<file path="config.mk">
export PLATFORM = sky130hd
export DESIGN_NAME = dmem_arbiter
export DESIGN_NICKNAME = d
export VERILOG_FILES = /design/src/rtl/dmem_pkg.sv /design/src/rtl/dmem_grant_pick.sv /design/src/rtl/dmem_arbiter.sv
export SDC_FILE = /design/constraint.sdc
export NUM_CORES = 1
export LEC_CHECK = 0
export CAP_MARGIN = 20
export CORE_MARGIN = 1
export CORE_UTILIZATION = 35
export DETAILED_ROUTE_END_ITERATION = 8
export PLACE_DENSITY = 0.69
export SETUP_SLACK_MARGIN = 0.5
export SLEW_MARGIN = 25
export SYNTH_ARGS = -nofsm -noshare
export SYNTH_HDL_FRONTEND = slang
export SYNTH_HIERARCHICAL = 1
export SYNTH_SLANG_ARGS = --single-unit
</file>
<file path="constraint.sdc">
create_clock -name clk -period 4.8 [get_ports clk]
set_input_delay 0.48 -clock clk [delete_from_list [all_inputs] [get_ports clk]]
set_output_delay 0.48 -clock clk [all_outputs]
set_load 0.01 [all_outputs]
</file>
<file path="src/rtl/dmem_pkg.sv">
// dmem_pkg: shared types, constants and range check for the data-RAM arbiter.
package dmem_pkg;
    typedef enum logic [1:0] {IDLE, XFER, RESP} state_t;
    localparam int DMEM_BYTES_PER_WORD = 8;
    localparam logic REQ_PL = 1'b0;
    localparam logic REQ_LD = 1'b1;
    function automatic logic addr_ok(input logic [63:0] addr, input logic [63:0] mem_bytes);
        return addr <= mem_bytes - 64'(DMEM_BYTES_PER_WORD);
    endfunction
endpackage

</file>
<file path="src/rtl/dmem_grant_pick.sv">
// dmem_grant_pick: 2-way requester picker (fixed pipeline priority, or round robin
// under DMEM_ROUND_ROBIN_EN) plus the registered owner of the current/last grant.
module dmem_grant_pick
    import dmem_pkg::*;
(
    input  logic clk,
    input  logic rst_n,
    input  logic pl_req,
    input  logic ld_req,
    input  logic take,
    output logic pick,
    output logic grant_ld
);
`ifdef DMEM_ROUND_ROBIN_EN
    logic last;
    // Starts at the loader so the pipeline takes the first contested grant.
    always_ff @(posedge clk or negedge rst_n)
        if (!rst_n) last <= REQ_LD;
        else if (take) last <= pick;
    assign pick = (pl_req && ld_req) ? ((last == REQ_LD) ? REQ_PL : REQ_LD)
                                     : (ld_req ? REQ_LD : REQ_PL);
`else
    assign pick = pl_req ? REQ_PL : (ld_req ? REQ_LD : REQ_PL);
`endif
    always_ff @(posedge clk or negedge rst_n)
        if (!rst_n) grant_ld <= 1'b0;
        else if (take) grant_ld <= pick;
endmodule

</file>
<file path="src/rtl/dmem_arbiter.sv">
// dmem_arbiter: shares the byte-wide data RAM between pipeline and loader, one 64-bit
// access per grant as 8 byte cycles. Optional round robin via DMEM_ROUND_ROBIN_EN.
module dmem_arbiter
    import dmem_pkg::*;
#(
    parameter int MEM_BYTES = 2048,
    parameter int AW        = 11
) (
    input  logic          clk,
    input  logic          rst_n,
    input  logic          pl_req,
    input  logic          pl_we,
    input  logic [63:0]   pl_addr,
    input  logic [63:0]   pl_wdata,
    output logic          pl_ack,
    output logic [63:0]   pl_rdata,
    output logic          pl_err,
    output logic          pl_stall,
    input  logic          ld_req,
    input  logic          ld_we,
    input  logic [63:0]   ld_addr,
    input  logic [63:0]   ld_wdata,
    output logic          ld_ack,
    output logic [63:0]   ld_rdata,
    output logic          ld_err,
    output logic [AW-1:0] mem_addr,
    output logic          mem_we,
    output logic [7:0]    mem_wdata,
    input  logic [7:0]    mem_rdata,
    output logic          busy,
    output logic          grant_ld
);
    state_t state, state_nx;
    logic [2:0] cnt;
    logic we, err, pick, take, in_range;
    logic [AW-1:0] addr;
    logic [63:0] wdata, sel_addr, rd_word, pl_rdata_q, ld_rdata_q;
    logic [55:0] rdbuf;

    assign take     = (state == IDLE) && (pl_req || ld_req);
    assign sel_addr = pick ? ld_addr : pl_addr;
    assign in_range = addr_ok(sel_addr, 64'(MEM_BYTES));

    dmem_grant_pick u_pick (
        .clk(clk), .rst_n(rst_n), .pl_req(pl_req), .ld_req(ld_req),
        .take(take), .pick(pick), .grant_ld(grant_ld)
    );

    always_ff @(posedge clk or negedge rst_n)
        if (!rst_n) state <= IDLE;
        else state <= state_nx;

    always_comb begin
        state_nx  = (state == IDLE) ? (take ? (in_range ? XFER : RESP) : IDLE)
                  : (state == XFER) ? ((cnt == 3'd7) ? RESP : XFER) : IDLE;
        busy      = state != IDLE;
        mem_we    = (state == XFER) && we;
        mem_addr  = (state == XFER) ? addr + AW'(cnt) : '0;
        mem_wdata = mem_we ? wdata[7:0] : '0;
        pl_ack    = (state == RESP) && !grant_ld;
        ld_ack    = (state == RESP) && grant_ld;
        pl_err    = pl_ack && err;
        ld_err    = ld_ack && err;
        pl_stall  = pl_req && !pl_ack;
        // Byte 7 is still on mem_rdata during RESP, so it joins the word combinationally.
        rd_word   = {mem_rdata, rdbuf};
        pl_rdata  = (pl_ack && !we && !err) ? rd_word : pl_rdata_q;
        ld_rdata  = (ld_ack && !we && !err) ? rd_word : ld_rdata_q;
    end

    always_ff @(posedge clk or negedge rst_n)
        if (!rst_n) begin
            cnt        <= '0;
            we         <= 1'b0;
            err        <= 1'b0;
            addr       <= '0;
            wdata      <= '0;
            rdbuf      <= '0;
            pl_rdata_q <= '0;
            ld_rdata_q <= '0;
        end else begin
            if (take) begin
                cnt   <= '0;
                we    <= pick ? ld_we : pl_we;
                wdata <= pick ? ld_wdata : pl_wdata;
                addr  <= sel_addr[AW-1:0];
                err   <= !in_range;
            end
            // Write bytes shift out LSB first; read bytes shift in from the top.
            if (state == XFER) begin
                cnt   <= cnt + 3'd1;
                wdata <= wdata >> 8;
                if (cnt != 3'd0) rdbuf <= {mem_rdata, rdbuf[55:8]};
            end
            pl_rdata_q <= pl_rdata;
            ld_rdata_q <= ld_rdata;
        end
endmodule

</file>
**After elaboration in Yosys (flattened, before gate mapping)**

Index checks and enable logic that the tools add are counted.

- Flip-flop bits (word level): 267
- Output and inout port bits: 155
- Input bits: 270
- Word-level logic and storage cells: 56

- Magnitude comparators: 1
- Eq/ne operators: 3
- Multiplexer cells: 18
- Reductions and logical operators: 22
- $add $sub $neg: 2

Operators by type and width:

| operator | number |
|---|---|
| $mux 64 | 6 |
| $le 64x11->1 const B | 1 |
| $add 11x3->11 | 1 |
| $logic_and 1x1->1 | 11 |
| $mux 11 | 1 |
| $mux 2 | 5 |
| $mux 8 | 1 |
| $mux 3 | 2 |
| $logic_not 1->1 | 5 |
| $reduce_bool 2->1 | 2 |
| $add 3x1->3 const B | 1 |
| $eq 3x3->1 const B | 1 |
| $mux 1 | 3 |
| $reduce_bool 3->1 | 1 |
| $eq 2x1->1 const B | 1 |
| $eq 2x2->1 const B | 1 |
| $logic_not 2->1 | 1 |
| $reduce_and 2->1 | 1 |
| $logic_or 1x1->1 | 1 |

**Logic depth before layout (Yosys ltp)**

- Depth in word-level cells: 7
- Gate-level depth with buffers: 9

**Hierarchy**

The synthesis kept the hierarchy.

By module, submodules not included:

| module | area each (um2) | seq. area each (um2) | cells each | times used |
|---|---|---|---|---|
| dmem_arbiter | 11613.6 | 6656.4 | 872 | 1 |
| dmem_grant_pick | 53.8 | 25.0 | 3 | 1 |

**Worst setup path before layout**

OpenSTA, ideal clock, no wires.

- Path kind: reg-to-output
- From: reg u_pick.grant_ld
- To: out pl_rdata[10]
- Path buffers: 1
- Arrival: 1723 ps
- Cell stages (with the launch flop): 5
- Required time: 4320 ps
- Path slack: 2597 ps
- Cells stage by stage: dfrtp_1 nor3b_1 nand2_2 buf_6 mux2_2

- Longest elaborated chain between the ends: 5

RTL lines:

| what | RTL line | text |
|---|---|---|
| start: declaration | dmem_grant_pick.sv:12 | `output logic grant_ld` |
| start signal: assignment | dmem_grant_pick.sv:27 | `else if (take) grant_ld <= pick;` |
| $logic_not 1->1 | dmem_arbiter.sv:60 | `pl_ack = (state == RESP) && !grant_ld;` |
| $logic_and 1x1->1 | dmem_arbiter.sv:60 |  |
| named net pl_ack | dmem_arbiter.sv:15 | `output logic pl_ack,` |
| $logic_and 1x1->1 (2 in a row) | dmem_arbiter.sv:67 | `pl_rdata = (pl_ack && !we && !err) ? rd_word : pl_rdata_q;` |
| $mux 64 | dmem_arbiter.sv:67 |  |
| end: declaration | dmem_arbiter.sv:16 | `output logic [63:0] pl_rdata,` |

The timed path passes the listed nets, and every way through them passes these cells.

**Final worst setup path**

- From: reg we
- To: out ld_rdata[7]

- Longest elaborated chain between the ends: 4

RTL lines:

| what | RTL line | text |
|---|---|---|
| start: declaration | dmem_arbiter.sv:35 | `logic we, err, pick, take, in_range;` |
| start signal: assignment | dmem_arbiter.sv:84 | `we <= pick ? ld_we : pl_we;` |
| $logic_not 1->1 | dmem_arbiter.sv:68 | `ld_rdata = (ld_ack && !we && !err) ? rd_word : ld_rdata_q;` |
| $logic_and 1x1->1 (2 in a row) | dmem_arbiter.sv:68 |  |
| $mux 64 | dmem_arbiter.sv:68 |  |
| end: declaration | dmem_arbiter.sv:24 | `output logic [63:0] ld_rdata,` |

No other way between the ends.

==> run summary <==
initial antenna violation count -> 3
number of global-route vias before repair -> 9041
max-cap violation count -> 0
Max-slew headroom -> 38.47%
#FFs+latches synth -> 267
area enclosed by the die boundary -> 34070 um^2
minimum clock period -> 3.704 ns
maximum vdd ir drop -> 0.0001892 V
Worst-path clk slew -> 0.06 ns
post-route fraction of the period consumed by the critical path -> 77.16%
maximum number of pins on one net before global-route repair -> 116
endpoint of the worst register-to-register path -> wdata[8]$_DFFE_PN0P_
fin. max-slew vios -> 0
worst min-delay path category -> in -> async
DR vias/cell -> 4.921
Final Skew -> 0.01088 ns
placer's final routability congestion estimate -> 0.8429
mean instance size in the synthesized netlist -> 13.33 um^2
first-pass GRT wire length -> 52140 um
part of the total power dissipated in the clock network -> 41.9%
non-filler cells in the finished layout -> 1752
CTS sink count -> 267
antenna-violating nets left -> 0
launching point of the worst reg2reg path -> state[0]$_DFF_PN0_
buffers added on ports -> 424
first drt pass iteration count -> 4
post-CTS setup buffer count -> 0
category of the worst setup path capture point -> output pin
worst endpoint required time -> 4.32 ns
starting DRC count in detailed routing -> 400
synthesized netlist cell count -> 875
GRT Overall Usage -> 19.75%
Final HPWL DP -> 24850 um
Data arrival, critical path -> 3.22 ns
Core Area -> 32700 um^2
net switching power -> 1249 uW
number of buffers added by the clock tree synthesis step -> 29
count of different cell masters after synthesis -> 42
Starting Density -> 35.68%
Worst Reg-to-Reg Cells -> 5
number of setup violations in the final report -> 0
number of gates given a new drive strength after cts -> 0
std cell rows -> 66
number of hold-slack violations in the final timing report -> 0
worst hold-check slack -> 0.004569 ns
status -> complete, no violations
clock root cell -> clkbuf_16
Area growth, synth to finish -> 47.96%
unrepaired setup endpoints after global routing -> false
leakage dissipation -> 0.007661 uW
commonest cells after routing, fill and taps aside -> clkdlybuf4s50_1 (423), dfrtp_1 (267), mux2_2 (184)
DRC errors left -> 0
global route overflow -> 0
clock tree from TritonCTS -> done
share of total power in combinational logic -> 11.7%
maximum clock path buffer count -> 3
Worst setup SP type -> flop
worst slew pin tran -> 0.9230 ns
total via count in the routed design -> 8621
maximum fanout count along the critical path -> 29
Primary FF master, synth -> dfrtp_1
EDFF count, synth -> 0
power density over the cells -> 312.2 nW/um^2
final core utilization -> 52.79%
async set or reset register ratio after synthesis -> 100.0%
number of hold buffers added after cts -> 0
Post-Layout Inst Area -> 17260 um^2
x dimension of the die -> 184.6 um
setup slack of the most critical reg-to-reg path -> 2.36 ns
CP Class -> reg -> out
H-tree depth reported by CTS -> 1
WL per Instance -> 19.08 um
register share of total power -> 46.4%
Die Y -> 184.6 um
total I/O pin count -> 425
proportion of synthesized chip area in sequential cells -> 57.27%
peak clock frequency supported by timing -> 0.2700 GHz
synthesized net count -> 1152
Cell Count Post-Placement -> 1697
clock latency at the later pin of the worst-skew pair -> 0.53 ns
layout cell share with drive strength beyond 1 -> 19.34%
proportion of total power due to net switching -> 23.16%
Internal Pwr Total -> 4141 uW
summed negative setup slack over all endpoints -> 0 ns
total wirelength of the detailed-routed design -> 33430 um
Final nets -> 1563
Synth Warn # -> 6
commonest non-fill, non-tap cell in the layout -> clkdlybuf4s50_1
Post-Place Cell Area -> 16280 um^2
Netlist Area Pre-Place -> 11670 um^2
[cell usage after synthesis (all sizes together) (3+ instances only)]
cell	instances	area share (%)
nor2b	4	0.28
xor2	3	0.23
o21ai	20	0.86
and2	5	0.27
inv	3	0.097
nor4	25	1.3
nand3	10	0.43
mux2	185	18
nor3	3	0.13
xnor2	4	0.30
a211oi	5	0.32
or3	3	0.16
a221o	55	4.7
nand2b	3	0.16
buf	37	2.2
a21oi	7	0.30
and3	9	0.48
ha	6	0.64
dfrtp	267	57
mux2i	74	6.3
clkbuf	18	0.58
or4	3	0.19
nand2	23	0.76
nor2	83	2.7
nand4	5	0.27
[cells by family after synthesis]
| kind of cell | synth area share [%] |
|---|---|
| DFF | 57.27 |
| and+or+nand+nor | 7.625 |
| AOI/OAI and AO/OA | 6.595 |
| buffers and inverters | 2.938 |
| muxes | 24.24 |
| adders and majority gates | 0.8150 |
| xor gates and xnor gates | 0.5255 |
[routing by layer]
| layer | vias up | GRT usage [%] | part of all wire [%] |
|---|---|---|---|
| met3 | 41 | 5.552 | 7.9 |
| met1 | 4208 | 26.06 | 43 |
| li1 | 4047 | - | - |
| met4 | 2 | 4.567 | 1.7 |
| met2 | 323 | 32.03 | 47 |
| met5 | - | 0 | 0.039 |
[flip-flops by register name, summed over array words and instances, names as in the netlist]
signal,cells
pl_rdata_q,64
wdata,64
rdbuf,56
state,2
err,1
cnt,3
u_pick/grant_ld,1
addr,11
we,1
ld_rdata_q,64
[worst max-delay path, stage by stage (launching register included)]
cell,delay [ns]
dfrtp_1,0.62
nor2_1,0.16
nand2_2,0.61
buf_4,0.40
mux2_2,0.38
clkdlybuf4s50_1,0.50
[how the worst max path moves through the flow]
stage,start,endpoint,slack (ns),cells past startpoint
floorplan,u_pick/grant_ld$_DFFE_PN0P_,pl_rdata[10],2.60,4
global placement,we$_DFFE_PN0P_,ld_rdata[12],1.68,5
detailed placement,we$_DFFE_PN0P_,ld_rdata[5],1.62,5
CTS,we$_DFFE_PN0P_,ld_rdata[5],1.04,5
global route,we$_DFFE_PN0P_,ld_rdata[5],0.92,5
finish,we$_DFFE_PN0P_,ld_rdata[7],1.10,5
[final cells by class]
cell class              instances  area, um^2
repair buffers                435        4357
multi-input cells             549        4669
clock inverters                11       132.6
fillers                      2842       15440
clock buffers                  42       844.6
diodes                          2       5.005
flip-flops and latches        267        6681
well taps                     442       553.0
inverters                       4       20.02
[through the flow]
stage	total power (uW)	worst slack (ns)
CTS	5459	1.044
global route	5630	0.9173
floorplan	2776	2.597
finish	5390	1.096
global placement	3166	1.683
detailed placement	3178	1.623
[power by group through the flow]
stage          Combinational [uW]  Sequential [uW]  Clock (uW)
4_1_cts                       642             2500        2320
3_5_place_dp                  644             2530           0
6_report                      632             2500        2260
3_3_place_gp                  633             2530           0
5_1_grt                       696             2510        2420
2_1_floorplan                 286             2490           0
Note: power is estimated with default switching activity, not from simulation.
